===== config.mk =====
export PLATFORM = sky130hd
export DESIGN_NAME = unidade_pc
export DESIGN_NICKNAME = d
export VERILOG_FILES = /design/src/rtl/unidade_pc_pkg.sv /design/src/rtl/unidade_pc_calc_prox_pc.sv /design/src/rtl/unidade_pc.sv
export SDC_FILE = /design/constraint.sdc
export NUM_CORES = 1
export LEC_CHECK = 0
export ABC_AREA = 1
export BUFFER_PORTS_ARGS = -buffer_cell sky130_fd_sc_hd__buf_4
export CAP_MARGIN = 20
export CORE_MARGIN = 3
export CORE_UTILIZATION = 30
export CTS_CLUSTER_DIAMETER = 200
export DETAILED_ROUTE_END_ITERATION = 12
export PLACE_DENSITY = 0.58
export SLEW_MARGIN = 25
export SYNTH_ARGS = -nofsm -noshare
export SYNTH_HDL_FRONTEND = slang
export SYNTH_SLANG_ARGS = --single-unit

===== constraint.sdc =====
create_clock -name clock -period 2.8 [get_ports clock]
set_input_delay 0.56 -clock clock [delete_from_list [all_inputs] [get_ports clock]]
set_output_delay 0.56 -clock clock [all_outputs]
set_load 0.1 [all_outputs]

===== src/rtl/unidade_pc_pkg.sv =====
// Shared encodings for the program-counter unit: branch types and FSM states.
package unidade_pc_pkg;

  // Tipo_Branch encodings as decoded by the control stage
  typedef enum logic [2:0] {
    TB_REL  = 3'd0,
    TB_BEQ  = 3'd1,
    TB_BNE  = 3'd2,
    TB_BLT  = 3'd3,
    TB_BGE  = 3'd4,
    TB_BLTU = 3'd5,
    TB_JAL  = 3'd6,
    TB_JR   = 3'd7
  } tipo_branch_t;

  // Fetch FSM states
  typedef enum logic {
    EST_RUN  = 1'b0,
    EST_HALT = 1'b1
  } estado_t;

endpackage


===== src/rtl/unidade_pc_calc_prox_pc.sv =====
// Combinational next-PC and taken calculation. No state lives here; the
// owning unit decides whether the result is committed this cycle.
module calc_prox_pc
  import unidade_pc_pkg::*;
#(
  parameter int LARGURA = 32
) (
  input  logic [LARGURA-1:0] pc,
  input  logic               pcsrc,
  input  logic [2:0]         tipo,
  input  logic [LARGURA-1:0] imed,
  input  logic [LARGURA-1:0] rl2out,
  input  logic               zero,
  input  logic               neg,
  input  logic               carry,
  output logic [LARGURA-1:0] prox_pc,
  output logic [LARGURA-1:0] pc_mais1,
  output logic               taken,
  output logic               is_jal
);

  localparam logic [LARGURA-1:0] UM = LARGURA'(1);

  logic [LARGURA-1:0] alvo_rel;   // PC + imed (rel, bltu, jal)
  logic [LARGURA-1:0] alvo_cond;  // PC - 1 + imed (beq/bne/blt/bge)

  assign pc_mais1  = pc + UM;
  assign alvo_rel  = pc + imed;
  assign alvo_cond = pc + imed - UM;

  // Select the next fetch address; not-taken and sequential both fall to PC+1
  always_comb begin
    prox_pc = pc_mais1;
    taken   = 1'b0;
    is_jal  = 1'b0;
    if (pcsrc) begin
      case (tipo)
        TB_REL: begin
          prox_pc = alvo_rel;
          taken   = 1'b1;
        end
        TB_BEQ: if (zero) begin
          prox_pc = alvo_cond;
          taken   = 1'b1;
        end
        TB_BNE: if (!zero) begin
          prox_pc = alvo_cond;
          taken   = 1'b1;
        end
        TB_BLT: if (neg) begin
          prox_pc = alvo_cond;
          taken   = 1'b1;
        end
        TB_BGE: if (zero || !neg) begin
          prox_pc = alvo_cond;
          taken   = 1'b1;
        end
        TB_BLTU: if (carry) begin
          prox_pc = alvo_rel;
          taken   = 1'b1;
        end
        TB_JAL: begin
          prox_pc = alvo_rel;
          taken   = 1'b1;
          is_jal  = 1'b1;
        end
        TB_JR: begin
          prox_pc = rl2out;
          taken   = 1'b1;
        end
        default: begin
          prox_pc = alvo_rel;
          taken   = 1'b1;
        end
      endcase
    end
  end

endmodule


===== src/rtl/unidade_pc.sv =====
// Program-counter unit: owns the PC, the RUN/HALT fetch FSM, the jal link
// register and a saturating taken-branch counter.
module unidade_pc
  import unidade_pc_pkg::*;
#(
  parameter int                 LARGURA   = 32,
  parameter logic [LARGURA-1:0] PC_RESET  = '0,
  parameter int                 LARG_CONT = 16
) (
  input  logic                 clock,
  input  logic                 reset,
  input  logic                 PCSrc,
  input  logic [2:0]           Tipo_Branch,
  input  logic [LARGURA-1:0]   imed,
  input  logic [LARGURA-1:0]   rl2out,
  input  logic                 zero,
  input  logic                 neg,
  input  logic                 carry,
  input  logic                 stall,
  input  logic                 halt,
  input  logic                 resume,
  output logic [LARGURA-1:0]   PC,
  output logic [LARGURA-1:0]   link,
  output logic                 desviou,
  output logic                 parado,
  output logic [LARG_CONT-1:0] cont_desvios
);

  estado_t            estado;
  logic [LARGURA-1:0] prox_pc;
  logic [LARGURA-1:0] pc_mais1;
  logic               taken;
  logic               is_jal;

  calc_prox_pc #(.LARGURA(LARGURA)) u_calc (
    .pc       (PC),
    .pcsrc    (PCSrc),
    .tipo     (Tipo_Branch),
    .imed     (imed),
    .rl2out   (rl2out),
    .zero     (zero),
    .neg      (neg),
    .carry    (carry),
    .prox_pc  (prox_pc),
    .pc_mais1 (pc_mais1),
    .taken    (taken),
    .is_jal   (is_jal)
  );

  // FSM plus PC/link/counter update; stall outranks halt, halt outranks a branch
  always_ff @(posedge clock) begin
    if (reset) begin
      estado       <= EST_RUN;
      PC           <= PC_RESET;
      link         <= '0;
      desviou      <= 1'b0;
      parado       <= 1'b0;
      cont_desvios <= '0;
    end else begin
      desviou <= 1'b0;
      case (estado)
        EST_RUN: begin
          if (!stall) begin
            if (halt) begin
              // branch on the same edge is dropped; PC stays put
              estado <= EST_HALT;
              parado <= 1'b1;
            end else begin
              PC <= prox_pc;
              if (taken) begin
                desviou <= 1'b1;
                if (cont_desvios != '1)
                  cont_desvios <= cont_desvios + LARG_CONT'(1);
                if (is_jal)
                  link <= pc_mais1;
              end
            end
          end
        end
        EST_HALT: begin
          // fetch restarts from the held PC on the cycle after resume
          if (resume) begin
            estado <= EST_RUN;
            parado <= 1'b0;
          end
        end
        default: begin
          estado <= EST_RUN;
          parado <= 1'b0;
        end
      endcase
    end
  end

endmodule

[Word-level counts from Yosys, hierarchy flattened]
Cells that the tools add are included.
Storage, ports and cells
  bits of input ports: 76
  bits in registers: 83
  output and inout port bits: 82
Cells by class
  bitwise logic cells: 3
  equality and inequality tests: 11
  multiplexer cells: 25
  reductions and logical operators: 10
  $add $sub $neg: 4
Operators by type and width (number)
  $pmux 32 s7: 1
  $mux 32: 6
  $add 32x1->32 const B: 1
  $add 32x32->32: 1
  $sub 32x1->32 const B: 1
  $add 16x1->16 const B: 1
  $ne 16x16->1 const B: 1
  $mux 1: 15
  $eq 3x3->1 const B: 4
  $reduce_and 5->1: 2
  $eq 3x2->1 const B: 2
  $ne 2x2->1 const B: 3
  $pmux 1 s6: 1
  $reduce_and 3->1: 2
  $pmux 1 s2: 2
  $reduce_or 4->1: 1
  $eq 3x1->1 const B: 1
  $logic_not 3->1: 1
  $not 1->1: 3
  $reduce_or 3->1: 1
  $reduce_or 2->1: 1
  $logic_not 1->1: 1
  $logic_or 1x1->1: 1

[Logic depth before layout (Yosys ltp)]
Gate-level depths: netlist (run 1).
  word-level depth: 6
  mapped depth: 22

[Modules after synthesis]
A second synthesis (run 1) with hierarchy kept.
Unflattened totals
  cell total of the unflattened synthesis: 1586
  area, all modules: 8814.7 um2
By module, submodules not included
  calc_prox_pc: cells each 1141, area each 5480.3 um2, sequential area each 0.0 um2, instances 1
  unidade_pc: cells each 445, area each 3334.4 um2, sequential area each 1661.6 um2, instances 1

[Worst setup path before layout (run 1)]
No wires, ideal clock.
  kind: register -> register
  start point: reg PC[0]
  end point: reg PC[16]
  required time: 2677 ps
  data arrival time: 3343 ps
  cell stages (with the launch flop): 15
  slack: -666 ps
  period minus slack after synthesis: 3466 ps
  cell sequence: dfxtp_1 -> ha_1 -> fa_1 -> inv_1 -> ha_1 -> inv_1 -> nor3_2 -> nand3_2 -> nor2_2 -> nand2_2 -> nor3_4 -> xor2_1 -> nor2_1 -> o21ai_1 -> a21oi_1
On the way
  word-level cells in the longest chain between the ends: 5
  elaborated cells between the ends (all ways): 10
Ends and longest elaborated chain
  start: declaration: RTL line unidade_pc.sv:22  | output logic [LARGURA-1:0] PC,
  start signal: assignment: RTL line unidade_pc.sv:69  | PC <= prox_pc;
  $add 32x32->32: RTL line unidade_pc_calc_prox_pc.sv:28, unidade_pc_calc_prox_pc.sv:29
  $sub 32x1->32: RTL line unidade_pc_calc_prox_pc.sv:29  | assign alvo_cond = pc + imed - UM;
  $mux 32, on equally long branches
  $pmux 32 s7: RTL line unidade_pc_calc_prox_pc.sv:37  | case (tipo)
  $mux 32 *: RTL line unidade_pc_calc_prox_pc.sv:36  | if (pcsrc) begin
Every way passes the cells marked *; elsewhere a longest branch is shown, timed or not.
A chain may end at the register's enable or synchronous reset.

[Worst setup path in the final report (run 1)]
  start point: reg PC[0]
  end point: reg PC[11]
The elaborated chain is that of the path after synthesis.

==> impl_metrics.json, run 1 <==
{
  "synth_top_family_by_area": "simple AND/OR/NAND/NOR gates",
  "finalNonFillerCells": 2157,
  "grt_max_degree": 53,
  "wl_per_cell_um": 17.5,
  "holdWs_ns": 0.450,
  "skew_ns": 0.00897,
  "synthArstFlopShare_pct": 0,
  "ctsHtreeMaxLevel": 3,
  "post-route-period-util_pct": 97.9,
  "slowest_delay_ns": 0.36,
  "max-cap-violations": 0,
  "drt-total-wl_um": 37800,
  "vias": 10900,
  "synthToLayoutAreaGrowth_pct": 52.0,
  "path_class": "flop to flop",
  "rsz0062_at_grt": "yes",
  "cpLargestDelayFamily": "simple AND/OR/NAND/NOR gates",
  "clk_pin_slew_ns": 0.07,
  "path_common_cell": "nand2_2",
  "synthXorXnorAreaFrac_pct": 4.72,
  "root_buffer": "clkbuf_16",
  "leakage_nw": 6.06,
  "p_per_area_nw_per_um2": 390,
  "grt_pass1_vias": 10200,
  "synthAdderAreaFrac_pct": 5.34,
  "grt_pass1_wl_um": 56300,
  "synth-compound-area-share_pct": 18.3,
  "die_y_um": 173,
  "status": "complete, no violations",
  "clk_latency_ns": 0.35,
  "yosysUniqueCellTypes": 55,
  "layout-drive-gt1-share_pct": 35.0,
  "power.total_w": 0.00495,
  "fin_util_pct": 46.7,
  "grt.overflow.total": 0,
  "hp-class": "flop to flop",
  "dr.pass1.iters": 5,
  "numCtsBuffers": 9,
  "place_congestion": 0.961,
  "setup_tns_ns": 0,
  "antenna_found_initial": 1,
  "rows": 60,
  "cts_tree": "built",
  "synthFlopType": "dfxtp_1",
  "dp_hpwl_um": 31000,
  "drcViolationCount": 0,
  "muxShareOfSynthArea_pct": 0,
  "peakVddDrop_mv": 0.296,
  "arrival_ns": 3.03,
  "placed_cells": 2127,
  "syn_inst": 1436,
  "crit_fanout": 4,
  "synth.cell_area_um2": 8350,
  "portBuffers": 157,
  "synth_edf_count": 0,
  "min_period_ns": 2.74,
  "dieWidth_um": 173,
  "coreArea_um2": 27200,
  "drtIter0Drc": 913,
  "worst_r2r_path_depth": 16,
  "slowest_stage": "fa_2",
  "slew_viol_final": 0,
  "cts.sinks": 83,
  "syn_nets": 1547,
  "final_nets": 1891,
  "yosys.area_share.simple_pct": 40.2,
  "tightest_slew_ns": 0.525,
  "crit_path_end_kind": "flop",
  "path_cells": "ha_4 -> fa_2 -> nand2_2 -> nand3_4 -> nand3_4 -> nand3b_1 -> nand2_2 -> nand2_2 -> nor3_2 -> nand3_2 -> buf_6 -> buf_6 -> xor2_2 -> o21ai_1 -> o211ai_1 -> a21oi_1",
  "num_io_pins": 158,
  "viasPerCell": 5.04,
  "synth_seq_cells": 83,
  "antenna_left": 0,
  "crit_path_start_kind": "flop",
  "dieArea_um2": 29900,
  "syn_avg_cell_area_um2": 5.81,
  "start_util_pct": 30.7,
  "slew_headroom_pct": 64.9,
  "n_antenna_cell": 0,
  "hold_depth": 2,
  "clockBufferDepth": 2,
  "setup_viol": 0,
  "max_clock_freq_mhz": 365,
  "yosysWarnings": 0,
  "cp_num_buf_inv": 2,
  "cp_num_cells": 16,
  "ys_seq_area_share_pct": 19.9,
  "hold_viol": 0,
  "track_usage_pct": 23.8,
  "critPathRequiredTime_ns": 3.08
}
-- per-stage QoR --
stage	area, um2	worst slack, ns
floorplan	8410	0.000571
global placement	11400	-0.541
detailed placement	11400	-0.451
CTS	11800	0.00954
global route	12700	-0.135
finish	12700	0.0577
-- repair_timing --
action,in CTS,in global routing
endpoints found under the setup margin,10,25
setup buffers,3,11
pin swaps,4,37
gates resized for setup,14,176
hold buffers,0,0
-- kinds of logic (layout without fill, tap and decap cells) --
family                     count (synthesis)  in the layout
buffers and inverters                    244            593
adders and majority gates                 35             35
and+or+nand+nor                          758            758
AOI/OAI and AO/OA                        271            271
DFF                                       83             83
xor gates and xnor gates                  45             45
-- synthesized netlist by cell type, types with 6 or more instances --
cell	count	area, um2
nand3_2	7	70.1
nand4_1	33	206
nand3b_1	10	75.1
o211ai_1	7	52.6
nand2_1	384	1440
xnor2_1	11	96.3
a221oi_1	12	105
clkbuf_1	24	90.1
ha_1	34	425
nor4_1	6	37.5
a31oi_1	7	43.8
dfxtp_1	83	1660
o21ai_1	7	35.0
nor2_2	14	87.6
o21ai_0	102	510
a21oi_1	106	531
xor2_1	34	298
nand3_1	75	375
nor3_2	6	60.1
nand2_2	21	131
inv_1	207	777
nor2_1	154	578
nor3_1	35	175
a211oi_1	6	45.0
-- state kept, by name (all words and copies together), names as in the netlist --
register / cells
link: 32
estado: 1
cont_desvios: 16
desviou: 1
parado: 1
PC: 32
-- final timing paths --
kind | start | endpoint | slack, ns
setup / recovery | PC[0] | PC[11] | 0.06
hold / removal | link[2] | link[2] | 0.45
setup reg to reg | PC[0] | PC[11] | 0.06
hold reg to reg | link[2] | link[2] | 0.45
-- routing by layer --
layer,share of wire (%),wire [um],global-route usage [%],vias up
met3,5.8,2180,3.38,72
met2,46,17300,39.0,416
met4,4.3,1620,10.2,2
li1,-,-,-,5391
met5,0.034,13,0,-
met1,44,16600,31.3,4983
-- layout by cell type (no fill, tap or decap), types with 8 or more instances in the layout --
| cell | Yosys | final |
|---|---|---|
| ha_4 | 0 | 22 |
| nor2_4 | 2 | 16 |
| xnor2_1 | 11 | 10 |
| nand4_1 | 33 | 33 |
| nand2_1 | 384 | 345 |
| nand3b_1 | 10 | 10 |
| nor2_1 | 154 | 116 |
| nor3_2 | 6 | 9 |
| a221oi_1 | 12 | 11 |
| nand2_2 | 21 | 54 |
| dfxtp_1 | 83 | 55 |
| a21oi_2 | 2 | 16 |
| o21ai_0 | 102 | 100 |
| dfxtp_2 | 0 | 26 |
| xor2_1 | 34 | 29 |
| buf_4 | 0 | 357 |
| nor3_1 | 35 | 28 |
| nand3_2 | 7 | 18 |
| nor2_2 | 14 | 38 |
| ha_1 | 34 | 10 |
| nand3_1 | 75 | 60 |
| inv_1 | 207 | 202 |
| a21oi_1 | 106 | 92 |
| o21ai_1 | 7 | 8 |
| clkbuf_16 | 0 | 9 |
-- report_power, final --
part / internal, W / leakage [nW] / switching, W
clock: 0.000708 / 0.149 / 0.000567
combinational: 0.000925 / 5.23 / 0.00147
sequential: 0.00123 / 0.686 / 0.0000566
total: 0.00286 / 6.06 / 0.00209
-- worst reg2reg max path, cell delays in order, from the launching register on --
cell and delay, ns:
dfxtp_4 0.35, ha_4 0.16, fa_2 0.36, nand2_2 0.10, nand3_4 0.12, nand3_4 0.10
nand3b_1 0.11, nand2_2 0.13, nand2_2 0.08, nor3_2 0.22, nand3_2 0.18, buf_6 0.16
buf_6 0.11, xor2_2 0.14, o21ai_1 0.11, o211ai_1 0.10, a21oi_1 0.16
-- cell type report --
cell class / instances / area [um2]
Clock buffer: 9 / 225
Clock inverter: 7 / 83.8
Fill cell: 2951 / 14500
Inverter: 211 / 795
Multi-Input combinational cell: 1109 / 6590
Sequential cell: 83 / 1700
Tap cell: 372 / 465
Timing Repair Buffer: 366 / 2830
Note: power is estimated with default switching activity, not from simulation.
==> run 2, diff against run 1 <==
- ABC_AREA: 1 -> 0
- PLACE_DENSITY: 0.58 -> 0.59
==> impl_metrics.json, run 2 <==
{
  "status": "finished with violations",
  "violations": "negative setup slack",
  "synth.cell_area_um2": 7250,
  "yosysWarnings": 0,
  "max_clock_freq_mhz": 281,
  "n_antenna_cell": 0,
  "syn_nets": 1094,
  "antenna_found_initial": 1,
  "clk_pin_slew_ns": 0.07,
  "portBuffers": 157,
  "cts_tree": "built",
  "coreArea_um2": 23600,
  "place_congestion": 0.926,
  "drt-total-wl_um": 30000,
  "yosysMostFrequentCell": "nor2_1",
  "setup_viol": 26,
  "hold_depth": 2,
  "placed_cell_area_um2": 10600,
  "slew_viol_final": 0,
  "wl_per_cell_um": 18.0,
  "hold_buffers": 0,
  "max-cap-violations": 0,
  "rr_startpoint": "PC[0]",
  "synthFlopType": "dfxtp_1",
  "start_util_pct": 30.7,
  "worst_r2r_path_depth": 14,
  "yosys.area.top_type": "dfxtp_1",
  "holdWs_ns": 0.464,
  "dieArea_um2": 26100,
  "synth_common_cells": "nor2_1 (130), nand2_1 (84), dfxtp_1 (83), a21oi_1 (66), o21ai_0 (60)",
  "crit_fanout": 4,
  "grt_pass1_wl_um": 46300,
  "crit_path_start_kind": "flop",
  "p_per_area_nw_per_um2": 381,
  "num_io_pins": 158,
  "finalNonFillerCells": 1664,
  "hp-start": "parado",
  "reg_top3": "PC: 32 flops, link: 32 flops, cont_desvios: 16 flops",
  "arrival_ns": 3.79,
  "synth_seq_cells": 83,
  "r2r_setup_slack_ns": -0.76,
  "slew_headroom_pct": 42.7,
  "hold_viol": 0,
  "ys_top_cells_by_area": "dfxtp_1 (23%), nor2_1 (6.7%), ha_1 (5.9%), xor2_1 (5.6%), a21oi_1 (4.6%)",
  "skew_ns": 0.0102,
  "setup_ws_ns": -0.755,
  "grt_max_degree": 57,
  "min_period_ns": 3.56,
  "design_area_um2": 11400,
  "hp-class": "flop to flop",
  "synthToLayoutAreaGrowth_pct": 56.7,
  "syn_inst": 983,
  "drtIter0Drc": 891,
  "drcViolationCount": 0,
  "clockBufferDepth": 2,
  "placed_cells": 1639,
  "antenna_left": 0,
  "post-route-period-util_pct": 127,
  "viasPerCell": 5.39,
  "tightest_slew_ns": 0.856,
  "synth_edf_count": 0,
  "dp_hpwl_um": 23800,
  "crit_path_end_kind": "flop",
  "critPathRequiredTime_ns": 3.04,
  "cts.sinks": 83,
  "ys_seq_area_share_pct": 22.9,
  "dieWidth_um": 161,
  "grt.overflow.total": 0,
  "fillers": 2343,
  "setup_tns_ns": -12.89,
  "r2r-end": "PC[31]",
  "vias": 8975,
  "synthArstFlopShare_pct": 0,
  "path_class": "flop to flop",
  "leakage_nw": 4.86,
  "rsz0062_at_grt": "yes",
  "syn_avg_cell_area_um2": 7.38,
  "holdPathEnd": "parado",
  "ctsHtreeMaxLevel": 3,
  "layout-drive-gt1-share_pct": 39.6,
  "rows": 56,
  "final_nets": 1451,
  "grt_pass1_vias": 8693,
  "track_usage_pct": 22.1,
  "yosysUniqueCellTypes": 68,
  "final_common_cell": "buf_4",
  "die_y_um": 161,
  "numCtsBuffers": 9,
  "dr.pass1.iters": 8,
  "root_buffer": "clkbuf_16",
  "synth_top_area_share_pct": 22.9,
  "layout_common_cells": "buf_4 (388), nor2_1 (125), nand2_1 (81)",
  "peakVddDrop_mv": 0.259,
  "clk_latency_ns": 0.35
}
run 2: report_power, final:
group	internal (W)	switching (W)
Clock	0.000619	0.000568
Sequential	0.00121	0.0000383
Combinational	0.000802	0.00109
run 2: layout make-up:
class / count / area (um2) / share of cell area, %
clock inverter: 7 / 62.6 / 0.551
timing repair buffer: 399 / 3050 / 26.9
clock buffer: 9 / 225 / 1.98
inverter: 19 / 71.3 / 0.628
multi-input combinational: 828 / 5830 / 51.3
sequential: 83 / 1730 / 15.2
tap: 319 / 399 / 3.51
run 2: logic make-up after synthesis:
logic type,share of synthesized area [%]
buffers and inverters,3.74
AND/OR/NAND/NOR,27.1
flip-flops,22.9
AO/OA/AOI/OAI,27.7
multiplexers,2.35
adder cells (fa/ha/maj),6.14
XOR/XNOR,10.0
run 2: how the worst max path moves through the flow:
stage	cells after the start	slack, ns	endpoint	start
after detailed placement	13	-1.16	PC[31]	imed[3]
after floorplan	13	-0.79	PC[31]	imed[0]
after global routing	13	-0.88	PC[31]	PC[0]
after CTS	13	-0.80	PC[31]	PC[0]
final	14	-0.76	PC[31]	PC[0]
after global placement	14	-1.11	PC[31]	imed[0]
run 2: timing repair:
item	in CTS	in global routing
buffers inserted	5	8
pin swaps	40	51
setup endpoints to repair	26	28
gates resized for setup	40	57
run 2: critical path: stages (launching register included):
cell and delay, ns:
dfxtp_4 0.36, ha_4 0.17, fa_2 0.40, nand3_2 0.10
buf_4 0.12, a21o_1 0.17, and2_1 0.15, xnor2_1 0.08
or4b_4 0.55, nor4_4 0.23, nand4_4 0.17, and3b_2 0.30
nor4b_4 0.22, mux2i_1 0.10, or3_1 0.30
run 2: routing by layer:
layer  track usage [%]  wire length, um  part of all wire (%)  vias to the layer above
li1                  -                -                     -                     4371
met1              28.4            12600                    42                     4207
met2              37.9            14400                    48                      339
met3              4.08             2150                   7.2                       58
met4              6.18              822                   2.7                        0
met5                 0                0                     0                        -
run 2: metrics by stage:
step                      utilization [%]  worst slack, ns  power, W
after floorplan                         -           -0.794   0.00227
after global placement               44.7            -1.11   0.00302
after detailed placement             44.7            -1.16   0.00303
after CTS                            46.9           -0.801   0.00427
after global routing                 48.1           -0.880   0.00455
final                                48.1           -0.755   0.00433
